===== config.mk =====
export PLATFORM = sky130hd
export DESIGN_NAME = noise_gate
export DESIGN_NICKNAME = d
export VERILOG_FILES = /design/src/rtl/noise_gate.sv
export SDC_FILE = /design/constraint.sdc
export NUM_CORES = 1
export LEC_CHECK = 0
export BUFFER_PORTS_ARGS = -buffer_cell sky130_fd_sc_hd__buf_4
export CORE_MARGIN = 2
export CORE_UTILIZATION = 29
export DETAILED_ROUTE_END_ITERATION = 12
export PLACE_DENSITY = 0.43
export SLEW_MARGIN = 20
export SYNTH_ARGS = -nofsm -noshare
export SYNTH_HDL_FRONTEND = slang
export SYNTH_SLANG_ARGS = --single-unit

===== constraint.sdc =====
create_clock -name clk -period 9.8 [get_ports clk]
set_clock_uncertainty 0.15 [all_clocks]
set_input_delay 1.47 -clock clk [delete_from_list [all_inputs] [get_ports clk]]
set_output_delay 1.47 -clock clk [all_outputs]
set_load 0.01 [all_outputs]

===== src/rtl/noise_gate.sv =====
// Envelope-following noise gate: peak envelope, attack/hold/release gain FSM with
// hysteresis, Q1.15 gain applied to each accepted sample with one cycle of latency.
module noise_gate #(
  parameter int width        = 16,
  parameter int hold_width   = 16,
  parameter int attack_step  = 1024,
  parameter int release_step = 256
) (
  input  logic                    clk,
  input  logic                    rst,
  input  logic                    in_valid,
  input  logic signed [width-1:0] in_signal,
  input  logic [width-1:0]        thresh_open,
  input  logic [width-1:0]        thresh_close,
  input  logic [hold_width-1:0]   hold_len,
  input  logic [3:0]              decay_shift,
  input  logic                    bypass,
  output logic signed [width-1:0] out_signal,
  output logic                    out_valid,
  output logic                    gate_open
);

  localparam int GW = width + 1;
  localparam int PW = width + GW + 1;
  localparam logic [GW-1:0]    UNITY = {2'b01, {(width-1){1'b0}}};
  localparam logic [GW-1:0]    ATK   = GW'(attack_step);
  localparam logic [GW-1:0]    REL   = GW'(release_step);
  localparam logic [width-1:0] AMAX  = {1'b0, {(width-1){1'b1}}};
  localparam logic [hold_width-1:0] CNT_ONE = hold_width'(1);

  typedef enum logic [2:0] {
    CLOSED,
    ATTACK,
    OPEN,
    HOLD,
    RELEASE
  } state_t;

  // Magnitude with the most negative code clamped to the largest positive code.
  function automatic logic [width-1:0] abs_sat(input logic signed [width-1:0] x);
    logic [width-1:0] neg;
    neg = ~$unsigned(x) + {{(width-1){1'b0}}, 1'b1};
    if (!x[width-1]) return $unsigned(x);
    if (neg[width-1]) return AMAX;
    return neg;
  endfunction

  function automatic logic [width-1:0] env_follow(input logic [width-1:0] a,
                                                  input logic [width-1:0] env,
                                                  input logic [3:0]       sh);
    logic [width-1:0] dec;
    dec = env - (env >> sh);
    return (a > dec) ? a : dec;
  endfunction

  // Signed sample times unsigned Q1.15 gain, floor-scaled back to sample width.
  function automatic logic signed [width-1:0] scale_q15(input logic signed [width-1:0] x,
                                                        input logic [GW-1:0]          g);
    logic signed [PW-1:0] xe;
    logic signed [PW-1:0] ge;
    logic signed [PW-1:0] prod;
    xe   = {{(PW-width){x[width-1]}}, x};
    ge   = {{(PW-GW){1'b0}}, g};
    prod = xe * ge;
    return prod[2*width-2 -: width];
  endfunction

  state_t                  state_q, state_d;
  logic [GW-1:0]           gain_q, gain_d;
  logic [width-1:0]        env_q, env_d;
  logic [hold_width-1:0]   cnt_q, cnt_d;
  logic signed [width-1:0] out_q, out_d;
  logic                    vld_q;

  logic [width-1:0]        env_nx;
  logic                    opens;
  logic [GW:0]             atk_sum;

  always_comb begin
    env_nx  = env_follow(abs_sat(in_signal), env_q, decay_shift);
    opens   = (env_nx >= thresh_open);
    atk_sum = {1'b0, gain_q} + {1'b0, ATK};
    state_d = state_q;
    gain_d  = gain_q;
    cnt_d   = cnt_q;
    env_d   = env_q;
    out_d   = out_q;
    if (in_valid) begin
      env_d = env_nx;
      // The product always uses the gain held before this sample's update.
      out_d = bypass ? in_signal : scale_q15(in_signal, gain_q);
      unique case (state_q)
        CLOSED: begin
          gain_d = '0;
          if (opens) state_d = ATTACK;
        end
        ATTACK: begin
          if (atk_sum >= {1'b0, UNITY}) begin
            gain_d  = UNITY;
            state_d = OPEN;
          end else begin
            gain_d = atk_sum[GW-1:0];
          end
        end
        OPEN: begin
          if (env_nx < thresh_close) begin
            if (hold_len == '0) begin
              state_d = RELEASE;
            end else begin
              state_d = HOLD;
              cnt_d   = hold_len;
            end
          end
        end
        HOLD: begin
          if (opens) begin
            state_d = OPEN;
          end else if (cnt_q == CNT_ONE) begin
            state_d = RELEASE;
          end else begin
            cnt_d = cnt_q - CNT_ONE;
          end
        end
        RELEASE: begin
          // Re-opening mid-release ramps up from the current gain, not from zero.
          if (opens) begin
            state_d = ATTACK;
          end else if (gain_q > REL) begin
            gain_d = gain_q - REL;
          end else begin
            gain_d  = '0;
            state_d = CLOSED;
          end
        end
        default: begin
          state_d = CLOSED;
          gain_d  = '0;
        end
      endcase
    end
  end

  always_ff @(posedge clk) begin
    if (rst) begin
      state_q <= CLOSED;
      gain_q  <= '0;
      env_q   <= '0;
      cnt_q   <= '0;
      out_q   <= '0;
      vld_q   <= 1'b0;
    end else begin
      state_q <= state_d;
      gain_q  <= gain_d;
      env_q   <= env_d;
      cnt_q   <= cnt_d;
      out_q   <= out_d;
      vld_q   <= in_valid;
    end
  end

  assign out_signal = out_q;
  assign out_valid  = vld_q;
  assign gate_open  = (state_q != CLOSED);

endmodule


==> summary.md <==
| Metric | Value |
|---|---|
| Seq pwr share | `10.6%` |
| H-tree depth reported by CTS | `3` |
| All-Layer GR Usage | `17.4%` |
| Worst r2r dst | `cnt_q[10]` |
| Die Width | `212 um` |
| WP data arrival | `9.05 ns` |
| Gate power share | `79.2%` |
| Clock Power Share | `10.2%` |
| Crit share post-route | `91.6%` |
| Largest net degree at the start of global routing | `60` |
| # port buffers | `89` |
| Crit-path max FO | `34` |
| WP depth | `37` |
| Antenna diodes | `0` |
| Delay-heaviest family, CP | `compound AO/OA/AOI/OAI gates` |
| Normalized max-slew margin | `37.2%` |
| Power Density | `237 mW/mm2` |
| Final ANT Viol Nets | `0` |
| Post-synth top flop | `dfxtp_1` |
| DRC errors left | `0` |
| Via count | `10.7k` |
| Syn_area_per_cell | `8.14 um2` |
| Max-slew violation count | `0` |
| Sw power | `1.81 mW` |
| Die area | `0.0451 mm2` |
| Startpoint types | `input port` |
| Peak VDD IR | `0.000156 V` |
| Drt total wl | `37400 um` |
| Vias in the first global route | `10.9k` |
| CTS root buf | `clkbuf_16` |
| Share of layout cells above drive strength 1 | `9.16%` |
| Reg2reg path depth | `36` |
| Seq cells post-synth | `61` |
| Reg clk slew, reported paths | `0.07 ns` |
| Hold buffers post-CTS | `0` |
| Async set-or-reset flop fraction in the synthesized netlist | `0%` |
| Post-synthesis cell type count | `76` |
| Total grt overflow | `0` |
| Sw frac | `52.6%` |
| CTS tree | `done` |
| CP max stage delay | `0.44 ns` |
| CTS Sinks | `61` |
| Layout area overhead | `15.0%` |
| Worst slew pin tran | `0.937 ns` |
| Worst Setup EP | `cnt_q[10]` |
| Initial antenna violation count | `0` |
| Dpl hpwl | `29300 um` |
| Row Count | `76` |
| Worst Setup End Kind | `flip-flop` |
| Hold WS | `0.342 ns` |
| Core Area | `0.0430 mm2` |
| GPL Wtd Cong | `0.824` |
| Worst min path class | `reg2reg` |
| Post-Syn Instances | `1545` |
| Via-to-Cell Ratio | `4.72` |
| Crit-path slowest cell | `fa_1` |
| CTS max path bufs | `2` |
| Setup Crit Path Kind | `in2reg` |
| Crit path launch | `decay_shift[0]` |
| Reg2reg start | `env_q[12]` |
| Die span in y | `212 um` |
| Number of synthesized flops with an enable pin | `0` |
| Worst Path Buf+Inv | `5` |
| Post-Syn Area | `0.0126 mm2` |
| Crit path time final | `8.97 ns` |
| Initial Util | `29.3%` |
| Setup TNS | `0 ns` |
| Reg2reg setup slack | `1.72 ns` |
| Post-synthesis sequential area ratio | `9.71%` |
| Average wire per standard cell | `16.5 um` |
| Nets | `2074` |
| Status | `finished clean` |
| Final setup fails | `0` |
| First-pass DRT Iterations | `5` |
| Max-Cap Viols | `0` |
| RSZ-0062 raised after global routing | `false` |
| Starting DRC count in detailed routing | `406` |
| Num CTS Buffers | `9` |
| P_int | `1.63 mW` |
| Worst Path Required | `9.87 ns` |
| Fmax | `0.111 GHz` |
| Clk Latency, worst-skew pair | `0.37 ns` |
| Static leakage | `7.15 nW` |
| IO Pins | `90` |
| Syn. warnings | `0` |
| First-pass GRT wire length | `60300 um` |
| Final hold violations | `0` |
cell usage in the layout (no fill, tap or decap), drive strengths merged, types with 17 or more instances in the layout:
cell and instances:
xor2 17, xnor2 27, nand2 207, a21oi 59, ha 167, buf 105
a211oi 21, nor3 23, a22oi 17, o21ai 79, nor2 110, inv 230
fa 159, nor2b 19, dfxtp 61, conb 84, mux2i 33, and2 42
tightest hold or removal path, cell delays in order (launching register included):
cell,delay [ns]
dfxtp_1,0.32
inv_1,0.05
o32ai_1,0.08
power groups by stage:
stage	registers (mW)	clock network, mW	logic (mW)
finish	0.363	0.351	2.72
global route	0.372	0.374	3.13
CTS	0.364	0.365	2.72
detailed placement	0.369	0	2.70
global placement	0.370	0	2.68
floorplan	0.342	0	1.95
metrics by stage:
| stage | util, % | worst slack, ns | area (um2) | std cells | power, mW |
|---|---|---|---|---|---|
| after CTS | 33.6 | 0.597 | 14500 | 2266 | 3.44 |
| after floorplan | - | 1.00 | 12900 | 1627 | 2.29 |
| after detailed placement | 32.9 | 0.242 | 14200 | 2250 | 3.07 |
| after global placement | 32.9 | 0.476 | 14200 | 2250 | 3.05 |
| final | 33.7 | 0.827 | 14500 | 2266 | 3.43 |
| after global routing | 33.7 | 0.105 | 14500 | 2266 | 3.88 |
routing by layer:
metal	GRT usage (%)	wire length, um	vias up
met2	28.3	17300	172
met3	1.98	1070	24
met1	24.7	18600	5245
met5	0	0	-
li1	-	-	5251
met4	4.05	483	0
worst min path at each step:
stage	startpoint	end	slack, ns	depth (start not counted)
floorplan	env_q[0]	env_q[0]	0.31	2
global placement	cnt_q[5]	cnt_q[5]	0.33	2
detailed placement	out_signal[15]	out_signal[15]	0.34	2
CTS	out_signal[15]	out_signal[15]	0.35	2
global route	out_signal[15]	out_signal[15]	0.37	2
finish	out_signal[15]	out_signal[15]	0.34	2
sequential cells by signal (all words and copies together) (netlist names):
register and flops:
gain_q 9, cnt_q 16, out_valid 1, state_q 3, env_q 16, out_signal 16
cell type report:
| class | instances | area (um2) |
|---|---|---|
| Clock buffer | 9 | 225 |
| Multi-Input combinational cell | 1268 | 10600 |
| Clock inverter | 7 | 73.8 |
| Fill cell | 4637 | 28500 |
| Tap cell | 585 | 732 |
| Timing Repair Buffer | 105 | 788 |
| Inverter | 231 | 867 |
| Sequential cell | 61 | 1220 |
cells in the mapped netlist (19+ instances only):
master,n,area [um2]
dfxtp_1,61,1220
nor3_1,22,110
and2_1,42,263
clkbuf_1,59,221
a21oi_1,59,295
fa_1,159,3180
nor2_1,110,413
inv_1,229,860
nor2b_1,19,119
a211oi_1,20,150
nand2_1,207,777
o21ai_0,78,390
mux2i_1,33,330
xnor2_1,27,236
ha_1,167,2090
cells by family after synthesis:
family | synth area share (%)
simple gates | 18.5
compound gates | 14.5
fa+ha+maj | 41.9
other cells | 0.0597
mux | 3.43
flops | 9.71
buf+inv | 8.91
xor+xnor | 3.06
timing repair:
action                                  in CTS  in global routing
endpoints found under the setup margin       0                 16
resized for setup                            0                  4
endpoints found under the hold margin        0                  0
buffers inserted                             0                  0
Power figures use the tool's default switching activity.
